===== src/rtl/screen_scanner_if.sv =====
// Read-only screen RAM port between the scanner (master) and the screen memory (slave).
// Read data is valid one clk after ram_addr/ram_rd are registered.
interface screen_scanner_if;
    logic [12:0] ram_addr;
    logic        ram_rd;
    logic [15:0] ram_data;

    modport master (
        output ram_addr,
        output ram_rd,
        input  ram_data
    );

    modport slave (
        input  ram_addr,
        input  ram_rd,
        output ram_data
    );
endinterface


===== src/rtl/screen_scanner.sv =====
// Raster scanner for the 512x256 Hack screen: fetches screen words in raster order and
// serialises them LSB-first into a 1-bit pixel stream with sync/blank/de timing.
module screen_scanner #(
    parameter int unsigned H_FP   = 16,
    parameter int unsigned H_SYNC = 64,
    parameter int unsigned H_BP   = 48,
    parameter int unsigned V_FP   = 3,
    parameter int unsigned V_SYNC = 4,
    parameter int unsigned V_BP   = 25
) (
    input  logic              clk,
    input  logic              reset_n,
    input  logic              ce_pix,
    screen_scanner_if.master  ram,
    output logic              pixel,
    output logic              de,
    output logic              hblank,
    output logic              vblank,
    output logic              hsync,
    output logic              vsync
);
    localparam int unsigned H_ACTIVE = 512;
    localparam int unsigned V_ACTIVE = 256;
    localparam int unsigned H_TOTAL  = H_ACTIVE + H_FP + H_SYNC + H_BP;
    localparam int unsigned V_TOTAL  = V_ACTIVE + V_FP + V_SYNC + V_BP;
    localparam int unsigned HW       = $clog2(H_TOTAL);
    localparam int unsigned VW       = $clog2(V_TOTAL);
    localparam int unsigned HS_START = H_ACTIVE + H_FP;
    localparam int unsigned HS_END   = HS_START + H_SYNC;
    localparam int unsigned VS_START = V_ACTIVE + V_FP;
    localparam int unsigned VS_END   = VS_START + V_SYNC;

    logic [HW-1:0] h, h_n;
    logic [VW-1:0] v, v_n, v_row;
    logic [15:0]   shifter, hold;
    logic          de_n, hsync_n, vsync_n;
    logic          fetch_mid, fetch_first;
    logic [12:0]   fetch_addr;

    // Next raster position; every registered output is derived from it.
    always_comb begin
        h_n = h + HW'(1);
        v_n = v;
        if (h == HW'(H_TOTAL - 1)) begin
            h_n = '0;
            v_n = (v == VW'(V_TOTAL - 1)) ? '0 : v + VW'(1);
        end
        v_row = (v_n == VW'(V_TOTAL - 1)) ? '0 : v_n + VW'(1);

        de_n    = (h_n < HW'(H_ACTIVE)) && (v_n < VW'(V_ACTIVE));
        hsync_n = !((h_n >= HW'(HS_START)) && (h_n < HW'(HS_END)));
        vsync_n = !((v_n >= VW'(VS_START)) && (v_n < VW'(VS_END)));

        // Each word is requested 3 ticks before its first pixel; word 0 of a row is
        // requested at the tail of the previous line.
        fetch_mid   = (h_n < HW'(H_ACTIVE)) && (h_n[3:0] == 4'd13) &&
                      (h_n[8:4] != 5'd31) && (v_n < VW'(V_ACTIVE));
        fetch_first = (h_n == HW'(H_TOTAL - 3)) && (v_row < VW'(V_ACTIVE));
        fetch_addr  = fetch_mid ? {v_n[7:0], h_n[8:4] + 5'd1} : {v_row[7:0], 5'd0};
    end

    always_ff @(posedge clk or negedge reset_n) begin
        if (!reset_n) begin
            h            <= HW'(H_ACTIVE);
            v            <= VW'(V_TOTAL - 1);
            pixel        <= 1'b0;
            de           <= 1'b0;
            hblank       <= 1'b1;
            vblank       <= 1'b1;
            hsync        <= 1'b1;
            vsync        <= 1'b1;
            ram.ram_addr <= '0;
            ram.ram_rd   <= 1'b0;
            shifter      <= '0;
            hold         <= '0;
        end else begin
            ram.ram_rd <= 1'b0;
            // Capture is tied to the strobe, not to ce_pix, so any pixel rate works.
            if (ram.ram_rd) begin
                hold <= ram.ram_data;
            end
            if (ce_pix) begin
                h      <= h_n;
                v      <= v_n;
                de     <= de_n;
                hblank <= (h_n >= HW'(H_ACTIVE));
                vblank <= (v_n >= VW'(V_ACTIVE));
                hsync  <= hsync_n;
                vsync  <= vsync_n;
                if (fetch_mid || fetch_first) begin
                    ram.ram_addr <= fetch_addr;
                    ram.ram_rd   <= 1'b1;
                end
                if (!de_n) begin
                    pixel <= 1'b0;
                end else if (h_n[3:0] == 4'd0) begin
                    pixel   <= hold[0];
                    shifter <= {1'b0, hold[15:1]};
                end else begin
                    pixel   <= shifter[0];
                    shifter <= {1'b0, shifter[15:1]};
                end
            end
        end
    end
endmodule


===== src/flat_wrapper.sv =====
// flat-port wrapper written by rule: the top's interface ports become plain ports
module screen_scanner_flat 
#(
    parameter int unsigned H_FP   = 16,
    parameter int unsigned H_SYNC = 64,
    parameter int unsigned H_BP   = 48,
    parameter int unsigned V_FP   = 3,
    parameter int unsigned V_SYNC = 4,
    parameter int unsigned V_BP   = 25
)
  (clk, reset_n, ce_pix, pixel, de, hblank, vblank, hsync, vsync, ram_ram_addr, ram_ram_rd, ram_ram_data);
  screen_scanner_if ram_i ();
  input  logic clk;
  input  logic reset_n;
  input  logic ce_pix;
  output logic pixel;
  output logic de;
  output logic hblank;
  output logic vblank;
  output logic hsync;
  output logic vsync;
  output wire logic [$bits(ram_i.ram_addr)-1:0] ram_ram_addr;
  output wire logic [$bits(ram_i.ram_rd)-1:0] ram_ram_rd;
  input wire logic [$bits(ram_i.ram_data)-1:0] ram_ram_data;
  assign ram_ram_addr = ram_i.ram_addr;
  assign ram_ram_rd = ram_i.ram_rd;
  assign ram_i.ram_data = ram_ram_data;
  screen_scanner #(.H_FP(H_FP), .H_SYNC(H_SYNC), .H_BP(H_BP), .V_FP(V_FP), .V_SYNC(V_SYNC), .V_BP(V_BP)) u_core (.clk(clk), .reset_n(reset_n), .ce_pix(ce_pix), .ram(ram_i), .pixel(pixel), .de(de), .hblank(hblank), .vblank(vblank), .hsync(hsync), .vsync(vsync));
endmodule

===== config.mk =====
export PLATFORM = sky130hd
export DESIGN_NAME = screen_scanner_flat
export DESIGN_NICKNAME = d
export VERILOG_FILES = /design/src/rtl/screen_scanner_if.sv /design/src/rtl/screen_scanner.sv /design/src/flat_wrapper.sv
export SDC_FILE = /design/constraint.sdc
export NUM_CORES = 1
export LEC_CHECK = 0
export ABC_AREA = 1
export CORE_MARGIN = 4
export CORE_UTILIZATION = 52
export CTS_CLUSTER_DIAMETER = 40
export DETAILED_ROUTE_END_ITERATION = 10
export PLACE_DENSITY = 0.77
export SYNTH_ARGS = -nofsm -noshare
export SYNTH_HDL_FRONTEND = slang
export SYNTH_SLANG_ARGS = --single-unit

===== constraint.sdc =====
create_clock -name clk -period 2.7 [get_ports clk]
set_input_delay 0.54 -clock clk [delete_from_list [all_inputs] [get_ports clk]]
set_output_delay 0.54 -clock clk [all_outputs]
set_load 0.01 [all_outputs]

# ---- Word-level counts from Yosys, hierarchy flattened
# Index checks and enable logic that the tools add are counted.
dict set report word_totals {
  regBits 71
  latch_bits 0
  ram_bits 0
  romBits 0
  inputBits 19
  out_inout_bits 20
  wordCells 54
  mem_count 0
}
dict set report classes {
  n_addsub 4
  n_mul 0
  n_div 0
  magnitude_cmp 9
  eq_ne 6
  n_shift 0
  mux 10
  n_bitwise 0
  reduce_logical 13
}
# op count
set op_table {}
lappend op_table {{< comparator 9 bit (second input constant)} 3}
lappend op_table {{two-way mux 9 bit} 3}
lappend op_table {{== test 10 bit (second input constant)} 2}
lappend op_table {{>= comparator 10 bit (second input constant)} 2}
lappend op_table {{< comparator 10 bit (second input constant)} 2}
lappend op_table {{adder 9 x 1 -> 9 bit (second input constant)} 2}
lappend op_table {{== test 9 bit (second input constant)} 2}
lappend op_table {{>= comparator 9 bit (second input constant)} 2}
lappend op_table {{two-way mux 15 bit} 1}
lappend op_table {{two-way mux 13 bit} 1}
lappend op_table {{adder 10 x 1 -> 10 bit (second input constant)} 1}
lappend op_table {{two-way mux 10 bit} 1}
lappend op_table {{logical AND 1 bit} 7}
lappend op_table {{adder 5 x 1 -> 5 bit (second input constant)} 1}
lappend op_table {{inequality test 5 bit (second input constant)} 1}
lappend op_table {{== test 4 bit (second input constant)} 1}
lappend op_table {{logical NOT 4 bit} 1}
lappend op_table {{two-way mux 1 bit} 4}
lappend op_table {{AND reduction 2 bit} 2}
lappend op_table {{logical NOT 1 bit} 2}
lappend op_table {{logical OR 1 bit} 1}

# ---- Longest topological paths before layout
# Gate-level depths: netlist of the first run.
dict set report depth {
  depth_word 10
  mapped_depth 20
  mapped_depth_nobuf 19
}

# ---- Worst setup path before layout of the first run
# OpenSTA, ideal clock, no wires.
dict set report synth_path {
  path_type {flip-flop to flip-flop}
  startpoint {reg u_core.h[0]}
  endpoint {reg u_core.ram.ram_addr[8]}
  setup_ps 113
  t_arrival_ps 2536
  t_required_ps 2587
  slack_ps 51
  stages_incl_launch_ff 21
  path_buffers 1
  period_less_slack_ps 2649
  path_cell_list {dfrtp_1 > ha_1 > nand2_2 > nor2_4 > or2_2 > nand2_1 > inv_1 > ha_1 > nor3b_1 > ha_1 > inv_1 > nand2_1 > nor2_2 > nand2_1 > buf_4 > nand2_1 > nand2_1 > nand3_1 > nand2_1 > nand2_1 > inv_1}
}
dict set report synth_via {
  elab_chain_cells 8
  elab_cells_between_ends 20
  cone_classes {add/sub (2); order compare (3); eq/ne (5); mux (4); reduce/logical (6)}
}
# element line
set synth_lines {}
lappend synth_lines {{start: declaration} screen_scanner.sv:33} ;# logic [HW-1:0] h, h_n;
lappend synth_lines {{start signal: assignment} screen_scanner.sv:64} ;# h <= HW'(H_ACTIVE);
lappend synth_lines {{start signal: assignment} screen_scanner.sv:83} ;# h <= h_n;
lappend synth_lines {{adder 10 x 1 -> 10 bit / == test 10 bit (equally long branches)} {screen_scanner.sv:42, screen_scanner.sv:44}}
lappend synth_lines {{two-way mux 10 bit (*)} screen_scanner.sv:44} ;# if (h == HW'(H_TOTAL - 1)) begin
lappend synth_lines {{named net u_core.h_n[4]} screen_scanner.sv:33}
lappend synth_lines {{< comparator 10 bit} screen_scanner.sv:56} ;# fetch_mid = (h_n < HW'(H_ACTIVE)) && (h_n[3:0] == 4'd13) &&
lappend synth_lines {{logical AND 1 bit (2 in a row)} screen_scanner.sv:56}
lappend synth_lines {{logical AND 1 bit} screen_scanner.sv:57} ;# (h_n[8:4] != 5'd31) && (v_n < VW'(V_ACTIVE));
lappend synth_lines {{logical OR 1 bit} screen_scanner.sv:90} ;# if (fetch_mid || fetch_first) begin
lappend synth_lines {{AND reduction 2 bit (no source line)} --}
lappend synth_lines {{end signal: assignment} screen_scanner.sv:91} ;# ram.ram_addr <= fetch_addr;
lappend synth_lines {{end: declaration} screen_scanner_if.sv:9} ;# output ram_addr,
# The timed path passes the listed nets; every way through them passes the cells marked *.
# A chain may end at the register's enable or synchronous reset.

# ---- Final worst setup path of the first run
dict set report layout_path {
  startpoint {reg u_core.h[0]}
  endpoint {reg u_core.ram.ram_addr[1]}
}
# The elaborated chain is that of the path after synthesis.

==> results of run 1 <==
## critical path, cell delays in order, from the launching register on
cell and delay, ns:
dfrtp_1 0.39, ha_2 0.20, nand2_2 0.08, nor2_4 0.05
or2_2 0.28, nand2_2 0.07, inv_1 0.06, ha_1 0.20
nor3b_1 0.14, ha_1 0.17, inv_1 0.05, nand2_1 0.08
nor2_4 0.17, nand2_2 0.11, buf_4 0.21, inv_1 0.08
nand2_1 0.05, nand2_1 0.06
## stage by stage
stage / total power, mW / setup TNS [ns]
2_1_floorplan: 2.225 / 0
3_3_place_gp: 2.586 / 0
3_5_place_dp: 2.642 / -0.02431
4_1_cts: 3.467 / 0
5_1_grt: 3.718 / -0.1607
6_report: 3.461 / 0
## routing by layer
layer	track usage (%)	up-vias	part of all wire, %
met5	0	-	0
met4	8.063	0	1.6
met3	4.462	11	3.7
met2	34.99	59	51
met1	24.65	1541	43
li1	-	1647	-
## power breakdown
part,internal (mW),total [mW],switching [mW]
Clock,0.357,0.815,0.458
Combinational,0.500,1.10,0.601
Sequential,1.35,1.54,0.199
## state kept, by name, indices dropped and copies added, names as in the netlist
signal	cells
u_core.vsync	1
u_core.hsync	1
u_core.ram.ram_rd	1
u_core.de	1
u_core.ram.ram_addr	13
u_core.v	9
u_core.shifter	15
u_core.hold	16
u_core.hblank	1
u_core.pixel	1
u_core.h	10
## timing repair
action,CTS,global route
hold endpoints to repair,0,0
gates resized for setup,1,15
cloned,0,1
endpoints found under the setup margin,3,14
pin swaps,0,2
## area by class of cell
class	instances	area (sq um)	area share, %
flip-flops and latches	69	1739	36.50
clock inverters	7	65.06	1.366
repair buffers	63	588.1	12.34
inverters	55	211.5	4.438
well taps	99	123.9	2.600
clock buffers	9	123.9	2.600
multi-input cells	340	1913	40.15
## kinds of logic (layout without fill, tap and decap cells)
| kind of cell | count (synthesis) | after routing | synth area share, % |
|---|---|---|---|
| AO/OA/AOI/OAI | 55 | 55 | 8.470 |
| AND/OR/NAND/NOR | 254 | 255 | 30.47 |
| flip-flops | 69 | 69 | 44.77 |
| multiplexers | 14 | 14 | 4.058 |
| buffers and inverters | 70 | 134 | 7.665 |
| XOR/XNOR | 6 | 6 | 1.353 |
| adder cells (fa/ha/maj) | 10 | 10 | 3.221 |
## cells in the final DEF (no fill, tap or decap), types with 14 or more instances in the layout
cell	Yosys	routed
o21ai_0	27	27
mux2_2	14	14
buf_4	3	23
dfrtp_1	59	59
clkdlybuf4s50_1	0	37
inv_1	52	52
nor2_1	43	38
nand2_1	148	145
nand3_2	16	15
nand3_1	21	21
## path summary, 6_finish.rpt
check                           slack [ns]          start                endpoint
worst max-delay path                  0.18    u_core.h[0]  u_core.ram.ram_addr[1]
worst min-delay path                  0.21        reset_n             u_core.v[5]
worst max register to register        0.18    u_core.h[0]  u_core.ram.ram_addr[1]
worst min register to register        0.48  u_core.hblank           u_core.hblank
max in group asynchronous             1.78        reset_n            u_core.hsync
min in group clk                      0.48  u_core.hblank           u_core.hblank
==> impl_metrics.yaml, run 1 <==
die:
  die_w_microns: 94.44
  io_pins: 39
  start_util_pct: 53.56
  design.core.area_sq_mm: 0.007253
  rows: 31
  die_area_sq_mm: 0.008918
  die_h_microns: 94.44
finish:
  drive_above_1_share_pct: 21.92
  area_growth_pct: 22.64
  fin_cells: 642
  nNetsFinal: 567
  finish.utilization_pct: 65.69
  nFillCells: 605
  antenna_cells: 0
  stdcell_area_sq_mm: 0.004765
setup_path:
  rr_worst_depth: 17
  crit_required_ns: 2.99
  worstPathMaxFanout: 10
  worstPathArrival_ns: 2.81
  cp-end-kind: "flip-flop"
  start_kind: "flip-flop"
  crit_type: "reg -> reg"
clock_tree:
  htree_levels: 3
  clkTransAtPathRegs_ns: 0.08
  cts_made_buffers: 9
  cts_hold_buf: 0
  cts_buffer_depth: 2
  cts_tree: "yes"
  clk-insertion-delay-late_ns: 0.35
  cts_sinks: 69
  root_buffer: "clkbuf_8"
  postCtsSetupRepairBufs: 0
timing:
  report.final.slew_viol_count: 0
  period_needed_ns: 2.521
  report.final.hold_viol_count: 0
  fin_ws_ns: 0.1791
  tightest_slew_ns: 0.6613
  rsz0062_at_grt: "true"
  relSlewSlack_pct: 55.91
  max_freq_mhz: 396.7
  timing.final.crit_share_pct: 93.37
  fin_skew_ns: 0.01053
  setup_viol: 0
  fin_hold_ws_ns: 0.2117
grt:
  antenna_found_initial: 0
  grt_pass1_wl_microns: 14210
  grt_pass1_vias: 3123
  grt_max_degree: 44
  grt.overflow.total: 0
  grt.total_usage_pct: 20.28
yosys:
  synth-seq-area-share_pct: 44.77
  synth_flop_cell: "dfrtp_1"
  synth_cell_types: 41
  avgSynthCellArea_sq_um: 8.128
  synth_area_sq_mm: 0.003885
  yosysTopAreaCell: "dfrtp_1"
  synth_area_leaders: "dfrtp_1 38%, nand2_1 14%, dfstp_2 6.8%"
  syn-num-nets: 507
  synth.most_common_cell: "nand2_1"
  synthCells: 478
  synth_top_area_share_pct: 38.00
  synth.top_cells.by_count: "148 x nand2_1, 59 x dfrtp_1, 52 x inv_1"
  synth_enable_flop_cells: 0
  async_flop_share_pct: 100.0
  yosys_warnings: 0
  synth_seq_cells: 69
placement:
  place_worst_setup_slack_ns: -0.01900
  dp.cells: 625
  dp_hpwl_microns: 6118
  globalplace.congestion: 0.9237
  post_dp_cell_area_sq_mm: 0.004508
  io_buffers: 38
pwr:
  peakVddDrop_mv: 0.5111
  p_per_area_mw_per_mm2: 726.4
  p_leak_nw: 2.293
flow_run:
  maxCapViolations: 0
drt:
  avgRoutedWirePerCell_microns: 13.12
  drt_first_pass_iters: 4
  drt-total-wl_microns: 8425
  final_antenna_net_count: 0
  drt_iter0_drc: 173
  vias_per_cell: 5.075
  route.detailed.drc: 0
  vias: 3258
worst_hold_path:
  hp-class: "in -> async"
status:
  run_status: "complete, no violations"
Power figures use the tool's default switching activity.
==> run 2: changes to the inputs <==
--- a/config.mk
+++ b/config.mk
@@ -7,10 +7,10 @@
 export LEC_CHECK = 0
 export ABC_AREA = 1
 export CORE_MARGIN = 4
-export CORE_UTILIZATION = 52
+export CORE_UTILIZATION = 55
 export CTS_CLUSTER_DIAMETER = 40
 export DETAILED_ROUTE_END_ITERATION = 10
-export PLACE_DENSITY = 0.77
+export PLACE_DENSITY_LB_ADDON = 0.3
 export SYNTH_ARGS = -nofsm -noshare
 export SYNTH_HDL_FRONTEND = slang
 export SYNTH_SLANG_ARGS = --single-unit
==> constraint.sdc (replaced) <==
create_clock -name clk -period 3 [get_ports clk]
set_input_delay 0.6 -clock clk [delete_from_list [all_inputs] [get_ports clk]]
set_output_delay 0.6 -clock clk [all_outputs]
set_load 0.01 [all_outputs]
==> run 2 against run 1 <==
Net effect: global-route usage is 0.15 points higher; cell count is 2.5% lower; sequential share of layout area is 0.64 points higher; fmax is 7.4% lower; die area is 5.0% lower; sequential power is 9.7% lower; critical endpoint is now u_core.ram.ram_addr[9]; largest cell class unchanged; power is 4.9% lower.
==> impl_metrics.yaml, run 2 (synthesized netlist as in run 1, its figures left out) <==
grt:
  grt_max_degree: 47
  grt.total_usage_pct: 20.43
  grt_pass1_wl_microns: 13930
  grt_pass1_vias: 3108
  antenna_found_initial: 0
  grt.overflow.total: 0
die:
  die_w_microns: 92.05
  die_area_sq_mm: 0.008472
  die_h_microns: 92.05
  rows: 30
  start_util_pct: 56.87
  io_pins: 39
  design.core.area_sq_mm: 0.006832
pwr:
  total_power_mw: 3.291
  p_int_mw: 2.235
  netSwitchingPower_mw: 1.056
  power.share.clock_pct: 29.1
  p_leak_nw: 2.288
  p_sw_share_pct: 32.09
  power.share.sequential_pct: 42.3
  p_per_area_mw_per_mm2: 702.9
  combPwrFrac_pct: 28.6
  peakVddDrop_mv: 0.5122
timing:
  rsz0062_at_grt: "false"
  report.final.slew_viol_count: 0
  setup_tns_ns: 0
  timing.final.crit_share_pct: 90.75
  report.final.hold_viol_count: 0
  tightest_slew_ns: 0.5569
  fin_skew_ns: 0.007435
  fin_ws_ns: 0.2776
  max_freq_mhz: 367.3
  period_needed_ns: 2.722
  relSlewSlack_pct: 62.87
  setup_viol: 0
finish:
  antenna_cells: 0
  finish.utilization_pct: 68.53
  largest_registers: "u_core.hold: 16 flops, u_core.shifter: 15 flops, u_core.ram.ram_addr: 13 flops"
  top_register: "u_core.hold"
  largest_reg_flops: 16
  final_common_cell: "nand2_1"
  area_growth_pct: 20.52
  most-common-layout-cells: "147 x nand2_1, 59 x dfrtp_1, 52 x inv_1"
  fin_cells: 626
  drive_above_1_share_pct: 18.49
  nNetsFinal: 554
setup_path:
  crit_type: "reg -> reg"
  rr_worst_depth: 18
  start_kind: "flip-flop"
  crit_chain: "ha_1, nand2_2, nor2_4, or2_2, nand2_1, inv_1, ha_1, nor3b_1, ha_1, inv_1, nand2_1, nor2_4, nand2_4, nand2_1, xor2_1, nand2_1, nand2_1, inv_1"
  worstPathMaxFanout: 14
  critPathSlowestCell: "dfrtp_1"
  crit_required_ns: 3.24
  crit_path_max_incr_delay_ns: 0.42
  cp-end-kind: "flip-flop"
  worstPathArrival_ns: 2.96
  cpMostUsedCell: "nand2_1"
clock_tree:
  cts_sinks: 69
  clk-insertion-delay-late_ns: 0.34
  clkTransAtPathRegs_ns: 0.08
  cts_buffer_depth: 2
  postCtsSetupRepairBufs: 0
  cts_tree: "yes"
  htree_levels: 3
  root_buffer: "clkbuf_8"
  cts_made_buffers: 9
drt:
  route.detailed.drc: 0
  drt-total-wl_microns: 7966
  avgRoutedWirePerCell_microns: 12.73
  vias: 3183
  drt_first_pass_iters: 4
  drt_iter0_drc: 135
  final_antenna_net_count: 0
  vias_per_cell: 5.085
worst_hold_path:
  hp-class: "in -> async"
status:
  run_status: "complete, no violations"
placement:
  place_worst_setup_slack_ns: 0.1310
  io_buffers: 38
  dp_hpwl_microns: 5826
  dp.cells: 610
  globalplace.congestion: 0.9184
flow_run:
  maxCapViolations: 0
run 2: cell types whose count changed in the layout (fill, tap and decap cells not counted), moves of 3 or more:
cell       change
nor2_2         -4
inv_6          -4
nor2_1         +5
buf_4         -11
bufinv_16      +3
nand2_2        -4
run 2: path summary, 6_finish.rpt:
| path | endpoint | slack [ns] | from |
|---|---|---|---|
| worst min register to register | u_core.hblank | 0.48 | u_core.hblank |
| worst min-delay path | u_core.h[7] | 0.24 | reset_n |
| max in group asynchronous | u_core.h[9] | 2.07 | reset_n |
| min in group clk | u_core.hblank | 0.48 | u_core.hblank |
| worst max register to register | u_core.ram.ram_addr[9] | 0.28 | u_core.h[0] |
| worst max-delay path | u_core.ram.ram_addr[9] | 0.28 | u_core.h[0] |
run 2: power by group through the flow:
stage,registers (mW),clock network [mW],logic [mW]
2_1_floorplan,1.38,0,0.619
3_3_place_gp,1.39,0,0.901
3_5_place_dp,1.41,0,0.935
4_1_cts,1.39,0.978,0.943
5_1_grt,1.43,1.02,1.07
6_report,1.39,0.959,0.941
run 2: final cells by class:
class	instances	area, sq um
multi-input cells	339	1871
well taps	96	120.1
inverters	55	209.0
fillers	549	2150
clock buffers	11	151.4
repair buffers	51	485.5
clock inverters	5	106.4
flip-flops and latches	69	1739
run 2: per-stage QoR:
stage | hold slack [ns] | instance area [sq um]
floorplan | 0.3044 | 3885
global placement | 0.4664 | 4402
detailed placement | 0.4639 | 4402
CTS | 0.2514 | 4659
global route | 0.2772 | 4682
finish | 0.2437 | 4682
run 2: worst max-delay path: cells and delay by family (launching register included):
family                   cells  cell delay, ns
buffers and inverters        3            0.17
adder cells (fa/ha/maj)      3            0.68
flip-flops                   1            0.42
XOR/XNOR                     1            0.14
AND/OR/NAND/NOR             11            1.21
run 2: what timing repair did:
action                                  4_1_cts  5_1_grt
endpoints found under the setup margin        0       10
resized for setup                             0        5
hold buffers                                  0        0
run 2: layer usage:
| layer | track usage [%] | up-vias | part of all wire [%] |
|---|---|---|---|
| met5 | 0 | - | 0 |
| li1 | - | 1618 | - |
| met1 | 24.27 | 1500 | 43 |
| met3 | 4.758 | 8 | 3.6 |
| met2 | 36.74 | 57 | 52 |
| met4 | 5.817 | 0 | 1.0 |
==> run 3: changes to the inputs <==
--- a/config.mk
+++ b/config.mk
@@ -6,6 +6,7 @@
 export NUM_CORES = 1
 export LEC_CHECK = 0
 export ABC_AREA = 1
+export CAP_MARGIN = 20
 export CORE_MARGIN = 4
 export CORE_UTILIZATION = 55
 export CTS_CLUSTER_DIAMETER = 40
==> results of run 3 <==
The final DEF is identical to that of run 2; final timing and power are the same.
